<file path="src/rtl/led_blink_pkg.sv">
// Shared types and constants for the multi-channel LED pattern generator.
// Imported by led_blink_chan and led_blink_multi.
package led_blink_pkg;

   typedef enum logic [1:0] {
      MODE_OFF   = 2'b00,
      MODE_ON    = 2'b01,
      MODE_BLINK = 2'b10,
      MODE_BURST = 2'b11
   } mode_e;

   typedef enum logic [1:0] {
      S_ON    = 2'd0,
      S_OFF   = 2'd1,
      S_PAUSE = 2'd2
   } phase_e;

   localparam int PWM_W      = 4;
   localparam int PAUSE_MULT = 4;

endpackage

</file>
<file path="src/rtl/led_blink_chan.sv">
// One LED channel: mode/half-period registers and the BLINK/BURST phase FSM.
// phase_on is combinational from the channel registers; the top registers it onto led.
module led_blink_chan
   import led_blink_pkg::*;
#(
   parameter int HALF_W       = 10,
   parameter int DEFAULT_HALF = 500,
   parameter int BURST_N      = 3
) (
   input  logic              clk,
   input  logic              nrst,
   input  logic              tick,
   input  logic              load,
   input  mode_e             mode,
   input  logic [HALF_W-1:0] half,
   output logic              phase_on
);

   localparam int CNT_W = HALF_W + 2;
   localparam int FL_W  = (BURST_N > 1) ? $clog2(BURST_N) : 1;

   mode_e              mode_q,  mode_d;
   logic [HALF_W-1:0]  half_q,  half_d;
   logic [CNT_W-1:0]   cnt_q,   cnt_d;
   logic [FL_W-1:0]    flash_q, flash_d;
   phase_e             phase_q, phase_d;

   logic [CNT_W-1:0]   half_last;
   logic [CNT_W-1:0]   pause_last;

   // A programmed half-period of 0 behaves as 1 tick.
   always_comb begin
      half_last  = (half_q == '0) ? '0 : CNT_W'(half_q) - CNT_W'(1);
      pause_last = CNT_W'(PAUSE_MULT) * (half_last + CNT_W'(1)) - CNT_W'(1);
   end

   // NOTE: state registers update with non-blocking assignments so every flop
   // samples the pre-edge value of its neighbours.
   always_ff @(posedge clk or negedge nrst) begin
      if (!nrst) begin
         mode_q  <= MODE_OFF;
         half_q  <= HALF_W'(DEFAULT_HALF);
         cnt_q   <= '0;
         flash_q <= '0;
         phase_q <= S_ON;
      end else begin
         mode_q  <= mode_d;
         half_q  <= half_d;
         cnt_q   <= cnt_d;
         flash_q <= flash_d;
         phase_q <= phase_d;
      end
   end

   // NOTE: every signal driven here gets a default first, so no path can
   // leave one unassigned and infer a latch.
   always_comb begin
      mode_d   = mode_q;
      half_d   = half_q;
      cnt_d    = cnt_q;
      flash_d  = flash_q;
      phase_d  = phase_q;
      phase_on = 1'b0;

      case (mode_q)
         MODE_OFF: phase_on = 1'b0;
         MODE_ON:  phase_on = 1'b1;
         default:  phase_on = (phase_q == S_ON);
      endcase

      // A write to this channel overrides a coincident tick.
      if (load) begin
         mode_d  = mode;
         half_d  = half;
         cnt_d   = '0;
         flash_d = '0;
         phase_d = S_ON;
      end else if (tick) begin
         cnt_d = cnt_q + CNT_W'(1);
         case (mode_q)
            MODE_BLINK: begin
               if (cnt_q == half_last) begin
                  cnt_d   = '0;
                  phase_d = (phase_q == S_ON) ? S_OFF : S_ON;
               end
            end
            MODE_BURST: begin
               case (phase_q)
                  S_ON: begin
                     if (cnt_q == half_last) begin
                        cnt_d   = '0;
                        phase_d = S_OFF;
                     end
                  end
                  S_OFF: begin
                     if (cnt_q == half_last) begin
                        cnt_d = '0;
                        if (flash_q == FL_W'(BURST_N - 1)) begin
                           flash_d = '0;
                           phase_d = S_PAUSE;
                        end else begin
                           flash_d = flash_q + FL_W'(1);
                           phase_d = S_ON;
                        end
                     end
                  end
                  default: begin
                     if (cnt_q == pause_last) begin
                        cnt_d   = '0;
                        flash_d = '0;
                        phase_d = S_ON;
                     end
                  end
               endcase
            end
            default: cnt_d = cnt_q;
         endcase
      end
   end

endmodule

</file>
<file path="src/rtl/led_blink_multi.sv">
// Multi-channel LED pattern generator: tick prescaler, config write decode and NCH channels.
// Optional LED_BLINK_PWM_EN adds cfg_duty and a shared 4-bit PWM brightness gate.
module led_blink_multi
   import led_blink_pkg::*;
#(
   parameter int  CLK_FREQ     = 50_000_000,
   parameter int  TICK_HZ      = 1000,
   parameter int  NCH          = 4,
   parameter int  HALF_W       = 10,
   parameter int  DEFAULT_HALF = 500,
   parameter int  BURST_N      = 3,
   localparam int CH_W         = (NCH > 1) ? $clog2(NCH) : 1
) (
   input  logic              clk,
   input  logic              nrst,
   input  logic              cfg_we,
   input  logic [CH_W-1:0]   cfg_ch,
   input  logic [1:0]        cfg_mode,
   input  logic [HALF_W-1:0] cfg_half,
`ifdef LED_BLINK_PWM_EN
   input  logic [PWM_W-1:0]  cfg_duty,
`endif
   output logic [NCH-1:0]    led,
   output logic              tick_o
);

   localparam int DIV = CLK_FREQ / TICK_HZ;
   localparam int PW  = (DIV > 1) ? $clog2(DIV) : 1;

   logic [PW-1:0]  presc;
   logic           tick;
   logic [NCH-1:0] phase_on;
   logic [NCH-1:0] led_d;

   assign tick   = (presc == PW'(DIV - 1));
   assign tick_o = tick;

   always_ff @(posedge clk or negedge nrst) begin
      if (!nrst)     presc <= '0;
      else if (tick) presc <= '0;
      else           presc <= presc + PW'(1);
   end

`ifdef LED_BLINK_PWM_EN
   logic [PWM_W-1:0] pwm_cnt;

   always_ff @(posedge clk or negedge nrst) begin
      if (!nrst) pwm_cnt <= '0;
      else       pwm_cnt <= pwm_cnt + PWM_W'(1);
   end
`endif

   // Writes addressed beyond NCH match no channel and are dropped.
   for (genvar i = 0; i < NCH; i++) begin : g_ch
      logic load;
      assign load = cfg_we && (cfg_ch == CH_W'(i));

      led_blink_chan #(
         .HALF_W       (HALF_W),
         .DEFAULT_HALF (DEFAULT_HALF),
         .BURST_N      (BURST_N)
      ) u_chan (
         .clk      (clk),
         .nrst     (nrst),
         .tick     (tick),
         .load     (load),
         .mode     (mode_e'(cfg_mode)),
         .half     (cfg_half),
         .phase_on (phase_on[i])
      );

`ifdef LED_BLINK_PWM_EN
      logic [PWM_W-1:0] duty;

      always_ff @(posedge clk or negedge nrst) begin
         if (!nrst)     duty <= '1;
         else if (load) duty <= cfg_duty;
      end

      assign led_d[i] = phase_on[i] & (pwm_cnt <= duty);
`else
      assign led_d[i] = phase_on[i];
`endif
   end

   always_ff @(posedge clk or negedge nrst) begin
      if (!nrst) led <= '0;
      else       led <= led_d;
   end

endmodule

</file>
<file path="config.mk">
export PLATFORM = sky130hd
export DESIGN_NAME = led_blink_multi
export DESIGN_NICKNAME = d
export VERILOG_FILES = /design/src/rtl/led_blink_pkg.sv /design/src/rtl/led_blink_chan.sv /design/src/rtl/led_blink_multi.sv
export SDC_FILE = /design/constraint.sdc
export NUM_CORES = 1
export LEC_CHECK = 0
export CAP_MARGIN = 20
export CORE_MARGIN = 5
export CORE_UTILIZATION = 40
export DETAILED_ROUTE_END_ITERATION = 7
export GPL_TIMING_DRIVEN = 1
export PLACE_DENSITY_LB_ADDON = 0.15
export SLEW_MARGIN = 25
export SYNTH_ARGS = -nofsm -noshare
export SYNTH_HDL_FRONTEND = slang
export SYNTH_SLANG_ARGS = --single-unit
</file>
<file path="constraint.sdc">
create_clock -name clk -period 4.6 [get_ports clk]
set_input_delay 0.92 -clock clk [delete_from_list [all_inputs] [get_ports clk]]
set_output_delay 0.92 -clock clk [all_outputs]
set_load 0.01 [all_outputs]
</file>
==> impl_metrics.py <==
metrics = {
    "run_status": {
        "outcome": "complete, no violations",
    },
    "placement": {
        "portBuffers": 21,
        "dp_slack_ns": -0.05482,
        "dp_hpwl_mm": 23.34,
        "placedInstanceArea_um2": 12390,
        "finalWeightedCongestion": 0.8527,
    },
    "power_and_ir_drop": {
        "swShare": 0.3909,
        "pwr-share-seq": 0.302,
        "p_comb_frac": 0.406,
        "power.density_nw_per_um2": 368.1,
        "p_sw_w": 0.001893,
        "clockPowerShare": 0.292,
        "p_leak_nw": 5.393,
        "peakVddDrop_mv": 0.2304,
        "internal_power_w": 0.002950,
    },
    "die": {
        "core.rowCount": 62,
        "start_util": 0.4052,
        "dieArea_um2": 32670,
        "coreArea_um2": 28780,
        "die_y_um": 180.8,
        "dieWidth_um": 180.8,
        "ios": 22,
    },
    "synthesis": {
        "synth_seq_area_share": 0.2858,
        "syn_inst": 1498,
        "yosysMostFrequentCell": "nand2_1",
        "yosysTopAreaCell": "dfrtp_1",
        "async_flop_share": 1.000,
        "yosysTopAreaCellShare": 0.2317,
        "ys_types": 99,
        "synth_fp_nets": 1532,
        "synth_seq_cells": 132,
        "synth_area_um2": 11660,
        "syn_avg_cell_area_um2": 7.785,
        "synth_edf_count": 0,
        "synth_flop_cell": "dfrtp_1",
        "synth_warnings": 0,
        "synth_area_leaders": "dfrtp_1, nand2_1, dfstp_2, xnor2_1, nor2_1",
        "synthTopCellsByCount": "nand2_1, nor2_1, dfrtp_1, clkbuf_1, xnor2_1",
    },
    "sta": {
        "period_minus_slack_ns": 4.375,
        "fin_ws_ns": 0.2252,
        "finalHoldViolations": 0,
        "setup_viol": 0,
        "fin_crit_sh": 0.9510,
        "worstMarginPinSlew_ns": 0.9549,
        "drv_slew": 0,
        "fmax_mhz": 228.6,
        "holdWs_ns": 0.3931,
        "skew_ns": 0.01504,
        "relSlewSlack": 0.3634,
    },
    "flow_run": {
        "cap_violations": 0,
    },
    "detailed_routing": {
        "drc": 0,
        "firstDrtPassIters": 5,
        "wirelength_mm": 32.12,
        "viasPerCell": 5.776,
        "avgRoutedWirePerCell_um": 16.97,
        "ant_nets": 0,
        "drt_iter0_drc": 784,
        "vias": 10930,
    },
    "clock_network": {
        "clock_sinks": 132,
        "clock_path_buffers": 2,
        "htreeDepth": 4,
        "clk_latency_ns": 0.43,
        "clk_pin_slew_ns": 0.06,
        "cts_tree": "built",
        "cts_root_buffer": "clkbuf_16",
        "cts_hold_buf": 0,
        "cts_inserted_buffers": 17,
    },
    "setup_path": {
        "crit_type": "flop to flop",
        "arrival_ns": 4.66,
        "crit_fanout": 5,
        "required_ns": 4.88,
        "cp-start-kind": "flop",
        "end_kind": "flop",
    },
    "grt": {
        "grt_pass1_vias": 10320,
        "grt_usage": 0.1918,
        "grt_max_degree": 94,
        "grt-ovfl-total": 0,
        "grt_first_pass_wirelength_mm": 52.98,
        "antenna_found_initial": 0,
    },
    "finish": {
        "ff_latch_area_um2": 3333,
        "multi_input_area_um2": 7900,
        "syn_to_final_growth_pct": 12.80,
        "utilization": 0.4571,
        "antenna_cells": 0,
        "fillerInstances": 2837,
        "nNetsFinal": 1530,
        "postLayoutCellArea_um2": 13160,
        "drive_gt1_frac": 0.1239,
    },
    "worst_hold_path": {
        "hold_class": "input pin to async pin",
    },
}
## path summary, 6_finish.rpt
| path | startpoint | end | slack (ns) | cells after the start |
|---|---|---|---|---|
| worst max register to register | g_ch[3].u_chan.half_q[0] | g_ch[3].u_chan.flash_q[0] | 0.23 | 15 |
| worst max-delay path | g_ch[3].u_chan.half_q[0] | g_ch[3].u_chan.flash_q[0] | 0.23 | 15 |
| worst min register to register | g_ch[2].u_chan.half_q[8] | g_ch[2].u_chan.half_q[8] | 0.48 | 2 |
| max in group asynchronous | nrst | g_ch[1].u_chan.half_q[6] | 3.25 | 3 |
| worst min-delay path | nrst | g_ch[0].u_chan.cnt_q[11] | 0.39 | 1 |
| min in group clk | g_ch[2].u_chan.half_q[8] | g_ch[2].u_chan.half_q[8] | 0.48 | 2 |
## critical path, stage by stage, from the launching register on
cell	delay [ns]
dfrtp_1	0.38
inv_1	0.10
ha_1	0.19
or3b_2	0.51
nor3_4	0.28
nor2_1	0.12
ha_1	0.27
and4b_1	0.24
a41oi_2	0.21
o211ai_1	0.12
nor3b_2	0.21
buf_4	0.17
o31a_1	0.29
o41a_1	0.47
nor4_1	0.52
o21ai_0	0.17
## cell type report
class,count,area share
Clock buffer,17,0.03234
Sequential cell,132,0.2534
Inverter,40,0.01141
Multi-Input combinational cell,1224,0.6005
Tap cell,384,0.03652
Timing Repair Buffer,81,0.05279
Clock inverter,15,0.01303
## routing by layer
layer,global-route usage,up-vias,part of all wire
met5,0,-,0
met4,0.04053,0,0.010
met3,0.02534,25,0.025
met2,0.3085,163,0.46
met1,0.2771,5326,0.51
li1,-,5420,-
## kinds of logic after synthesis
logic type               count (synthesis)  share of synthesized area
multiplexers                            33                    0.02940
adder cells (fa/ha/maj)                 17                    0.01824
XOR/XNOR                               118                    0.09634
AND/OR/NAND/NOR                        736                     0.3229
AO/OA/AOI/OAI                          320                     0.1988
flip-flops                             132                     0.2858
buffers and inverters                  142                    0.04849
## power by group through the flow
stage               Sequential [W]  Combinational, W  Clock (W)
floorplan                  0.00140           0.00148          0
global placement           0.00148           0.00187          0
detailed placement         0.00148           0.00190          0
CTS                        0.00146           0.00191    0.00145
global route               0.00149           0.00217    0.00150
finish                     0.00146           0.00197    0.00141
## stage by stage
step	TNS, ns	total power, W	std cells
3_5_place_dp	-0.2682	0.003372	1855
4_1_cts	0	0.004815	1887
3_3_place_gp	0	0.003349	1855
5_1_grt	-0.04559	0.005157	1893
2_1_floorplan	0	0.002881	1498
6_report	0	0.004842	1893
## state kept, by name, indices dropped and copies added (netlist names)
register             cells
presc                   16
g_ch.u_chan.half_q      40
g_ch.u_chan.cnt_q       48
led                      4
g_ch.u_chan.flash_q      8
g_ch.u_chan.mode_q       8
g_ch.u_chan.phase_q      8
## repair_timing
| action | CTS | global route |
|---|---|---|
| setup endpoints to repair | 6 | 40 |
| buffers inserted | 0 | 5 |
| resized for setup | 1 | 16 |
| pin swaps | 0 | 6 |
## placed cells by master (no fill, tap or decap), types with 18 or more instances in the layout
cell,synthesis,routed
xnor2_1,68,67
dfstp_2,24,24
mux2i_1,23,23
and3_1,28,28
xor2_1,44,44
nand3_1,64,63
a31oi_1,21,21
o21ai_0,59,59
a21o_1,19,19
nor4_1,26,22
inv_1,40,39
o211ai_1,22,22
dfrtp_1,108,108
buf_4,1,58
nor2_1,114,114
clkdlybuf4s50_1,0,20
nor2b_1,25,25
nand2_1,246,246
nand4_1,18,18
nor3_1,50,47
a21oi_1,43,42
a211oi_1,23,23
or3_1,29,29
(Power assumes the default switching activity.)
